`config.mk`:
```
export PLATFORM = sky130hd
export DESIGN_NAME = mac_result_sequencer_flat
export DESIGN_NICKNAME = d
export VERILOG_FILES = /design/src/rtl/mac_result_sequencer_if.sv /design/src/rtl/mac_result_sequencer.sv /design/src/flat_wrapper.sv
export SDC_FILE = /design/constraint.sdc
export NUM_CORES = 1
export LEC_CHECK = 0
export BUFFER_PORTS_ARGS = -buffer_cell sky130_fd_sc_hd__buf_2
export CORE_MARGIN = 10
export CORE_UTILIZATION = 52
export CTS_CLUSTER_DIAMETER = 80
export DETAILED_ROUTE_END_ITERATION = 12
export PLACE_DENSITY = 0.79
export SLEW_MARGIN = 25
export SYNTH_ARGS = -nofsm -noshare
export SYNTH_HDL_FRONTEND = slang
export SYNTH_SLANG_ARGS = --single-unit
```
`constraint.sdc`:
```
create_clock -name clk_i -period 3.05 [get_ports clk_i]
set_clock_uncertainty 0.15 [all_clocks]
set_input_delay 0.4575 -clock clk_i [delete_from_list [all_inputs] [get_ports clk_i]]
set_output_delay 0.4575 -clock clk_i [all_outputs]
set_load 0.05 [all_outputs]
```
`src/rtl/mac_result_sequencer_if.sv`:
```
// Result-sequencer bus: issue tracking, completion notify, register-file read
// port and the CV-X-IF style result channel.
//   master: the surrounding MAC / core side (drives issue, done, rf data, ready)
//   slave : mac_result_sequencer
interface mac_result_sequencer_if #(
  parameter int unsigned ID_W = 3
);
  logic            issue_valid_i;
  logic [ID_W-1:0] issue_id_i;
  logic            issue_ready_o;
  logic            done_valid_i;
  logic [ID_W-1:0] done_id_i;
  logic [ID_W-1:0] id_out_o;
  logic [31:0]     data_i;
  logic [4:0]      rd_i;
  logic            result_valid_o;
  logic            result_ready_i;
  logic [ID_W-1:0] result_id_o;
  logic [31:0]     result_data_o;
  logic [4:0]      result_rd_o;
  logic            result_we_o;

  modport master (
    output issue_valid_i, issue_id_i, done_valid_i, done_id_i, data_i, rd_i, result_ready_i,
    input  issue_ready_o, id_out_o, result_valid_o, result_id_o, result_data_o, result_rd_o,
           result_we_o
  );

  modport slave (
    input  issue_valid_i, issue_id_i, done_valid_i, done_id_i, data_i, rd_i, result_ready_i,
    output issue_ready_o, id_out_o, result_valid_o, result_id_o, result_data_o, result_rd_o,
           result_we_o
  );
endinterface

```
`src/rtl/mac_result_sequencer.sv`:
```
// In-order result sequencer for the MAC coprocessor.
// Issued IDs are queued in program order; each completes out of order (done),
// and results are emitted strictly in issue order on the result channel.
// Ports:
//   clk_i   clock
//   rst_ni  asynchronous active-low reset
//   seq_io  mac_result_sequencer_if.slave: issue_*, done_*, id_out_o/data_i/rd_i
//           register-file read port, result_* valid/ready channel
// DEPTH must be a power of two, >= 2 and <= 2**ID_W.
module mac_result_sequencer #(
  parameter int unsigned ID_W  = 3,
  parameter int unsigned DEPTH = 4
) (
  input logic                         clk_i,
  input logic                         rst_ni,
  mac_result_sequencer_if.slave       seq_io
);

  localparam int unsigned PtrW   = $clog2(DEPTH);
  localparam int unsigned CntW   = PtrW + 1;
  localparam int unsigned NumIds = 2 ** ID_W;

  typedef enum logic [1:0] {StIdle, StWait, StPresent} state_e;

  // Order FIFO
  logic [ID_W-1:0] fifo_q [DEPTH];
  logic [PtrW-1:0] wptr_q, rptr_q;
  logic [CntW-1:0] count_q, count_d;

  // Per-ID status
  logic [NumIds-1:0] pending_q, pending_d;
  logic [NumIds-1:0] done_q, done_d;

  // Result channel registers
  state_e          state_q;
  logic            result_valid_q;
  logic [ID_W-1:0] result_id_q;
  logic [31:0]     result_data_q;
  logic [4:0]      result_rd_q;

  logic            empty, full, push, pop;
  logic [ID_W-1:0] head_id;

  assign empty   = (count_q == '0);
  assign full    = (count_q == CntW'(DEPTH));
  assign head_id = fifo_q[rptr_q];
  // Ready depends on the current count only; a same-cycle pop does not free a slot.
  assign push    = seq_io.issue_valid_i && !full;
  assign pop     = result_valid_q && seq_io.result_ready_i;

  assign seq_io.issue_ready_o  = !full;
  assign seq_io.id_out_o       = empty ? '0 : head_id;
  assign seq_io.result_valid_o = result_valid_q;
  assign seq_io.result_we_o    = result_valid_q;
  assign seq_io.result_id_o    = result_id_q;
  assign seq_io.result_data_o  = result_data_q;
  assign seq_io.result_rd_o    = result_rd_q;

  always_comb begin
    count_d = count_q;
    if (push && !pop) begin
      count_d = count_q + 1'b1;
    end else if (!push && pop) begin
      count_d = count_q - 1'b1;
    end
  end

  // Retire clears before issue sets, so re-issuing the retiring ID keeps it
  // pending with a fresh (cleared) done bit.
  always_comb begin
    pending_d = pending_q;
    done_d    = done_q;
    if (seq_io.done_valid_i && pending_q[seq_io.done_id_i]) begin
      done_d[seq_io.done_id_i] = 1'b1;
    end
    if (pop) begin
      pending_d[head_id] = 1'b0;
      done_d[head_id]    = 1'b0;
    end
    if (push) begin
      pending_d[seq_io.issue_id_i] = 1'b1;
    end
  end

  always_ff @(posedge clk_i or negedge rst_ni) begin
    if (!rst_ni) begin
      for (int unsigned i = 0; i < DEPTH; i++) begin
        fifo_q[i] <= '0;
      end
      wptr_q    <= '0;
      rptr_q    <= '0;
      count_q   <= '0;
      pending_q <= '0;
      done_q    <= '0;
    end else begin
      if (push) begin
        fifo_q[wptr_q] <= seq_io.issue_id_i;
        wptr_q         <= wptr_q + 1'b1;
      end
      if (pop) begin
        rptr_q <= rptr_q + 1'b1;
      end
      count_q   <= count_d;
      pending_q <= pending_d;
      done_q    <= done_d;
    end
  end

  // Capture uses the registered done bit only, so the register file write that
  // accompanied done_valid_i has landed before data_i is sampled.
  always_ff @(posedge clk_i or negedge rst_ni) begin
    if (!rst_ni) begin
      state_q        <= StIdle;
      result_valid_q <= 1'b0;
      result_id_q    <= '0;
      result_data_q  <= '0;
      result_rd_q    <= '0;
    end else begin
      case (state_q)
        StIdle: begin
          if (!empty) begin
            state_q <= StWait;
          end
        end
        StWait: begin
          if (done_q[head_id]) begin
            result_valid_q <= 1'b1;
            result_id_q    <= head_id;
            result_data_q  <= seq_io.data_i;
            result_rd_q    <= seq_io.rd_i;
            state_q        <= StPresent;
          end
        end
        StPresent: begin
          if (seq_io.result_ready_i) begin
            result_valid_q <= 1'b0;
            state_q        <= (count_d != '0) ? StWait : StIdle;
          end
        end
        default: begin
          state_q        <= StIdle;
          result_valid_q <= 1'b0;
        end
      endcase
    end
  end

  // Issuing an ID that is still outstanding is a protocol violation, unless
  // that ID retires in the same cycle.
  a_no_dup_issue : assert property (@(posedge clk_i) disable iff (!rst_ni)
    push |-> (!pending_q[seq_io.issue_id_i] || (pop && (head_id == seq_io.issue_id_i))));

endmodule

```
`src/flat_wrapper.sv`:
```
// flat-port wrapper written by rule: the top's interface ports become plain ports
module mac_result_sequencer_flat 
#(
  parameter int unsigned ID_W  = 3,
  parameter int unsigned DEPTH = 4
)
  (clk_i, rst_ni, seq_io_issue_valid_i, seq_io_issue_id_i, seq_io_done_valid_i, seq_io_done_id_i, seq_io_data_i, seq_io_rd_i, seq_io_result_ready_i, seq_io_issue_ready_o, seq_io_id_out_o, seq_io_result_valid_o, seq_io_result_id_o, seq_io_result_data_o, seq_io_result_rd_o, seq_io_result_we_o);
  mac_result_sequencer_if #(.ID_W(ID_W)) seq_io_i ();
  input logic clk_i;
  input logic rst_ni;
  input wire logic [$bits(seq_io_i.issue_valid_i)-1:0] seq_io_issue_valid_i;
  input wire logic [$bits(seq_io_i.issue_id_i)-1:0] seq_io_issue_id_i;
  input wire logic [$bits(seq_io_i.done_valid_i)-1:0] seq_io_done_valid_i;
  input wire logic [$bits(seq_io_i.done_id_i)-1:0] seq_io_done_id_i;
  input wire logic [$bits(seq_io_i.data_i)-1:0] seq_io_data_i;
  input wire logic [$bits(seq_io_i.rd_i)-1:0] seq_io_rd_i;
  input wire logic [$bits(seq_io_i.result_ready_i)-1:0] seq_io_result_ready_i;
  output wire logic [$bits(seq_io_i.issue_ready_o)-1:0] seq_io_issue_ready_o;
  output wire logic [$bits(seq_io_i.id_out_o)-1:0] seq_io_id_out_o;
  output wire logic [$bits(seq_io_i.result_valid_o)-1:0] seq_io_result_valid_o;
  output wire logic [$bits(seq_io_i.result_id_o)-1:0] seq_io_result_id_o;
  output wire logic [$bits(seq_io_i.result_data_o)-1:0] seq_io_result_data_o;
  output wire logic [$bits(seq_io_i.result_rd_o)-1:0] seq_io_result_rd_o;
  output wire logic [$bits(seq_io_i.result_we_o)-1:0] seq_io_result_we_o;
  assign seq_io_i.issue_valid_i = seq_io_issue_valid_i;
  assign seq_io_i.issue_id_i = seq_io_issue_id_i;
  assign seq_io_i.done_valid_i = seq_io_done_valid_i;
  assign seq_io_i.done_id_i = seq_io_done_id_i;
  assign seq_io_i.data_i = seq_io_data_i;
  assign seq_io_i.rd_i = seq_io_rd_i;
  assign seq_io_i.result_ready_i = seq_io_result_ready_i;
  assign seq_io_issue_ready_o = seq_io_i.issue_ready_o;
  assign seq_io_id_out_o = seq_io_i.id_out_o;
  assign seq_io_result_valid_o = seq_io_i.result_valid_o;
  assign seq_io_result_id_o = seq_io_i.result_id_o;
  assign seq_io_result_data_o = seq_io_i.result_data_o;
  assign seq_io_result_rd_o = seq_io_i.result_rd_o;
  assign seq_io_result_we_o = seq_io_i.result_we_o;
  mac_result_sequencer #(.ID_W(ID_W), .DEPTH(DEPTH)) u_core (.clk_i(clk_i), .rst_ni(rst_ni), .seq_io(seq_io_i));
endmodule
```
==> results of run 1 <==
==> kinds of logic after synthesis <==
logic type / Yosys count / synth area share [%]
DFF: 78 / 54.81
muxes: 56 / 23.05
and+or+nand+nor: 53 / 7.239
AOI/OAI and AO/OA: 42 / 7.871
buffers and inverters: 14 / 2.530
adders and majority gates: 9 / 3.022
xor gates and xnor gates: 6 / 1.476
==> worst max-delay path: cells and delay by family, from the launching register on <==
kind / cells / cell delay, ps
flops: 1 / 470
buf+inv: 1 / 230
compound gates: 1 / 170
mux: 2 / 960
simple gates: 2 / 460
==> sequential cells by signal (all words and copies together) (netlist names) <==
| signal | count |
|---|---|
| u_core.state_q | 2 |
| u_core.rptr_q | 2 |
| u_core.seq_io.result_valid_o | 1 |
| u_core.fifo_q | 12 |
| u_core.seq_io.result_rd_o | 5 |
| u_core.wptr_q | 2 |
| u_core.count_q | 3 |
| u_core.pending_q | 8 |
| u_core.seq_io.result_id_o | 3 |
| u_core.seq_io.result_data_o | 32 |
| u_core.done_q | 8 |
==> final cells by class <==
type	instances	area [um^2]	area share [%]
flip-flops and latches	78	1952	45.38
multi-input cells	166	1519	35.31
repair buffers	97	514.2	11.95
clock buffers	10	127.6	2.967
well taps	80	100.1	2.327
clock inverters	6	62.56	1.454
inverters	7	26.28	0.6108
==> layout by cell type (no fill, tap or decap), types with 4 or more instances in the layout <==
master	instances
a21oi_1	13
a32o_1	4
buf_2	92
clkbuf_8	9
dfrtp_1	78
ha_1	7
inv_1	7
mux2_2	6
mux2_4	38
mux2i_1	7
mux4_2	5
nand2_1	30
nor2_1	7
nor2b_1	8
o21ai_0	10
o31ai_1	5
xnor2_1	6
==> worst max path at each step <==
stage                                 from                               to  slack [ps]  cells past startpoint
after CTS                 u_core.rptr_q[0]  u_core.seq_io.result_data_o[26]         470                      6
after global placement    u_core.rptr_q[0]  u_core.seq_io.result_data_o[26]         510                      6
after floorplan           u_core.rptr_q[0]   u_core.seq_io.result_data_o[0]         650                      7
after detailed placement  u_core.rptr_q[0]  u_core.seq_io.result_data_o[26]         480                      6
after global routing      u_core.rptr_q[0]  u_core.seq_io.result_data_o[26]         320                      6
final                     u_core.rptr_q[0]  u_core.seq_io.result_data_o[26]         470                      6
==> per-layer routing <==
layer  track usage (%)  up-vias  part of all wire [%]
met1             17.90     1203                    40
met4             8.235        0                   2.5
met2             25.81       70                    52
met5                 0        -                     0
li1                  -     1108                     -
met3             3.284       15                   4.9
==> through the flow <==
step           setup slack, ps  hold slack, ps  std cells
6_report                 473.6          -20.27        444
3_5_place_dp             479.5           318.8        428
3_3_place_gp             511.9           308.1        428
2_1_floorplan            646.5           11.91        258
4_1_cts                  466.4           139.9        444
5_1_grt                  323.7           32.68        444
==> reports/metrics.yaml, run 1 <==
cells_and_area:
  fin_nets: 414
  antenna_cells: 0
  fillers: 520
  drive_above_1_share_pct: 45.33
  area_growth_pct: 20.80
  final_util_pct: 64.02
  fin_area_mm2: 0.004302
outcome:
  status: "finished, violations left"
  violations: "negative hold slack"
cts:
  post-cts-setup-buffers: 0
  cts_tree: "done"
  cts_root_buf: "clkbuf_8"
  htree_levels: 3
  clk_latency_ps: 350
  cts_buffers: 9
  cts_buffer_depth: 2
  cts-resized-gates: 0
  clk_pin_slew_ps: 70
  clkSinkCount: 78
  hold_buffers: 0
placement:
  placed_area_mm2: 0.004108
  hpwl_mm: 5.969
  portBuffers: 93
  gp_congestion: 0.8525
floorplanning:
  initial_core_util_pct: 53.00
  rows: 30
  dieWidth_um: 102.8
  core_area_mm2: 0.006719
  dieArea_mm2: 0.01056
  die_height_um: 102.8
  io-pin-count: 94
logic_synthesis:
  yosys.area.top_type: "dfrtp_1"
  yosysWarnings: 0
  synth.most_common_cell: "dfrtp_1"
  netlist_area_mm2: 0.003561
  yosysUniqueCellTypes: 33
  syn-mean-instance-area_um2: 13.80
  synth.area.top_cells: "dfrtp_1 55%, mux2_4 16%, mux4_2 3.2%"
  ys_ff_latch: 78
  synth_edf_count: 0
  yosys-top-cells-count: "78 x dfrtp_1, 38 x mux2_4, 30 x nand2_1"
  ys_async_sr_fraction_pct: 100.0
  synth_fp_nets: 313
  synth_top_area_share_pct: 54.81
  seq_area_frac_synth_pct: 54.81
  synthCells: 258
  synthFlopType: "dfrtp_1"
worst_setup_path:
  path_cells: "mux4_2 -> nor2b_1 -> a22oi_2 -> nand4_4 -> buf_12 -> mux2_2"
  path_max_fanout: 29
  timing.rr.start: "u_core.rptr_q[0]"
  worstPathArrival_ps: 2660
  crit_path_start_kind: "flip-flop"
  rr_worst_depth: 6
  ff2ff_setup_slack_ps: 470
  crit-reg2reg-capture: "u_core.seq_io.result_data_o[26]"
  critical_path_class: "reg -> reg"
  cpPeakStageDelay_ps: 600
  crit_path_end_kind: "flip-flop"
  cpMaxStageDelayCell: "mux4_2"
  worstPathRequired_ps: 3130
detailed_routing:
  num_vias: 2396
  ant_nets: 0
  wl_per_cell_um: 17.79
  dr.first_iter.drc_count: 123
  finalWirelength_mm: 7.899
  dr.pass1.iters: 4
  drc: 0
  vias_per_cell: 5.396
timing:
  fmax_mhz: 388.1
  rsz0062_at_grt: "no"
  fin_crit_ps: 2576
  worstMarginPinSlew_ps: 684.4
  whs_ps: -20.27
  slew_headroom_pct: 54.37
  finalCritPeriodShare_pct: 84.47
  finalHoldViolCount: 38
  slew_viol_final: 0
  fin_tns_setup_ps: 0
  setup_viol: 0
grt:
  antenna_found_initial: 0
  grt_pass1_vias: 2588
  grt_max_degree: 79
  grt_pass1_wl_mm: 12.56
  track_usage_pct: 15.31
  grt_overflow: 0
hold_path:
  hold_class: "in -> async"
flow_run:
  cap_violations: 0
Power of run 1 is not shown: default switching activity piles up to over one toggle a cycle in this logic, so the estimate is an artifact.
==> inputs of run 2 (changes only) <==
--- a/config.mk
+++ b/config.mk
@@ -7,10 +7,10 @@
 export LEC_CHECK = 0
 export BUFFER_PORTS_ARGS = -buffer_cell sky130_fd_sc_hd__buf_2
 export CORE_MARGIN = 10
-export CORE_UTILIZATION = 52
+export CORE_UTILIZATION = 47
 export CTS_CLUSTER_DIAMETER = 80
 export DETAILED_ROUTE_END_ITERATION = 12
-export PLACE_DENSITY = 0.79
+export PLACE_DENSITY = 0.75
 export SLEW_MARGIN = 25
 export SYNTH_ARGS = -nofsm -noshare
 export SYNTH_HDL_FRONTEND = slang
==> constraint.sdc (replaced) <==
create_clock -name clk_i -period 2.1 [get_ports clk_i]
set_clock_uncertainty 0.15 [all_clocks]
set_input_delay 0.315 -clock clk_i [delete_from_list [all_inputs] [get_ports clk_i]]
set_output_delay 0.315 -clock clk_i [all_outputs]
set_load 0.05 [all_outputs]
==> run 2 against run 1 <==
  * The run ends with negative setup slack left
  * Sequential cell count is the same
  * Sequential share of layout area shrank 2.7 points
  * Fmax up 7.9%
  * Critical path type unchanged
  * Highest routed layer unchanged
==> reports/metrics.yaml, run 2 (same netlist as run 1, synthesis figures left out) <==
detailed_routing:
  finalWirelength_mm: 8.116  # +2.7%
  drc: 0  # unchanged
  vias_per_cell: 5.046  # -6.5%
  num_vias: 2427  # +1.3%
  dr.first_iter.drc_count: 92  # -25%
  ant_nets: 0  # unchanged
  wl_per_cell_um: 16.87  # -5.2%
  dr.pass1.iters: 4  # unchanged
cells_and_area:
  final_util_pct: 62.83  # -1.2 points
  antenna_cells: 0  # unchanged
  final_common_cell: "buf_2"
  area_growth_pct: 28.67
  fillers: 614  # +18%
  drive_above_1_share_pct: 50.52  # +5.2 points
  most-common-layout-cells: "89 x buf_2, 77 x dfrtp_1, 38 x mux2_4"
  largest_register_ffs: 32  # unchanged
  fin_nets: 432  # +4.3%
grt:
  grt_pass1_wl_mm: 13.34  # +6.2%
  grt_most_used_layer: "met2"
  grt_pass1_vias: 2659  # +2.7%
  grtUsageMet1_pct: 16.64  # -1.3 points
  antenna_found_initial: 0  # unchanged
  track_usage_pct: 14.41  # -0.90 points
  gr-usage-met2_pct: 24.69  # -1.1 points
  grt_max_degree: 49  # -38%
  grt_overflow: 0  # unchanged
  grt_util_met3_pct: 4.491  # +1.2 points
timing:
  slew_headroom_pct: 68.60  # +14 points
  worst_slack_ps: -286.8  # -760.5 ps
  fin_crit_ps: 2387  # -189.5 ps
  setup_viol: 43  # +43
  rsz0062_at_grt: "yes"
  finalHoldViolCount: 0  # -100%
  slew_viol_final: 0  # unchanged
  fmax_mhz: 419.0  # +7.9%
  worstMarginPinSlew_ps: 470.0  # -214.4 ps
  finalCritPeriodShare_pct: 113.7  # +29 points
worst_setup_path:
  path_max_fanout: 22  # -24%
  cpPeakStageDelay_ps: 620  # +20 ps
  crit_path_end_kind: "flip-flop"
  worstPathRequired_ps: 2180  # -950 ps
  path_cells: "mux4_2 -> mux2i_1 -> a22oi_2 -> nand4_4 -> buf_12 -> mux2_4"
  critical_path_class: "reg -> reg"
  crit_path_start_kind: "flip-flop"
  worstPathArrival_ps: 2470  # -190 ps
  cpMaxStageDelayCell: "mux4_2"
floorplanning:
  dieWidth_um: 107.0  # +4.2%
  initial_core_util_pct: 48.83  # -4.2 points
  dieArea_mm2: 0.01146  # +8.5%
  rows: 31  # +3.3%
  die_height_um: 107.0  # +4.2%
  core_area_mm2: 0.007292  # +8.5%
  io-pin-count: 94  # unchanged
outcome:
  violations: "negative setup slack"
  status: "finished, violations left"
cts:
  cts_buffers: 9  # unchanged
  cts_root_buf: "clkbuf_8"
  clk_pin_slew_ps: 90  # +20 ps
  htree_levels: 3  # unchanged
  clk_latency_ps: 340  # about the same
  cts_buffer_depth: 2  # unchanged
  cts_tree: "done"
  clkSinkCount: 78  # unchanged
placement:
  portBuffers: 93  # unchanged
  hpwl_mm: 6.172  # +3.4%
  gp_congestion: 0.8566  # +0.48%
hold_path:
  hold_class: "in -> reg"
flow_run:
  cap_violations: 0  # unchanged
run 2: critical path: cells and delay by family (launching register included):
kind / cells / cell delay [ps]
and+or+nand+nor: 1 / 160
buffers and inverters: 1 / 210
muxes: 3 / 1100
DFF: 1 / 410
AOI/OAI and AO/OA: 1 / 230
run 2: metrics by stage:
stage               hold slack [ps]  setup WS, ps  std cells  area (um^2)  setup TNS, ps
floorplan                    -130.6        -239.0        258         3578          -9088
global placement              125.3        -277.8        463         4274          -9681
detailed placement            123.3        -307.4        463         4274         -10780
CTS                           24.23        -287.0        480         4556         -11270
global route                  18.58        -375.2        481         4582         -14980
finish                        41.66        -286.8        481         4582         -11100
run 2: path summary, 6_finish.rpt:
path / startpoint / endpoint / slack (ps) / depth (start not counted)
setup / recovery: u_core.rptr_q[0] / u_core.seq_io.result_rd_o[1] / -290 / 6
hold / removal: seq_io_data_i[10] / u_core.seq_io.result_data_o[10] / 40 / 2
setup reg to reg: u_core.rptr_q[0] / u_core.seq_io.result_rd_o[1] / -290 / 6
hold reg to reg: u_core.fifo_q[10] / u_core.fifo_q[10] / 340 / 2
max in group asynchronous: rst_ni / u_core.count_q[2] / 930 / 3
min in group asynchronous: rst_ni / u_core.pending_q[3] / 290 / 2
run 2: repair_timing:
| item | in CTS | in global routing |
|---|---|---|
| gates resized for setup | 15 | 7 |
| pin swaps | 0 | 0 |
| hold buffers | 1 | 0 |
| hold endpoints to repair | 30 | 0 |
| buffers inserted | 0 | 2 |
| endpoints found under the setup margin | 43 | 50 |
run 2: per-layer routing:
layer / vias up / part of all wire (%) / routed length [um]
met3: 13 / 5.5 / 443
met2: 63 / 53 / 4268
met1: 1208 / 40 / 3269
met5: - / 0 / 0
li1: 1143 / - / -
met4: 0 / 1.7 / 134
run 2: layout make-up:
cell class,instances,area [um^2],share of cell area [%]
clock buffer,9,123.9,2.703
timing repair buffer,115,694.4,15.16
multi-input combinational,166,1563,34.11
inverter,7,26.28,0.5735
clock inverter,7,97.59,2.130
sequential,78,1953,42.63
tap,99,123.9,2.703
Power of run 2 is left out for the same reason.
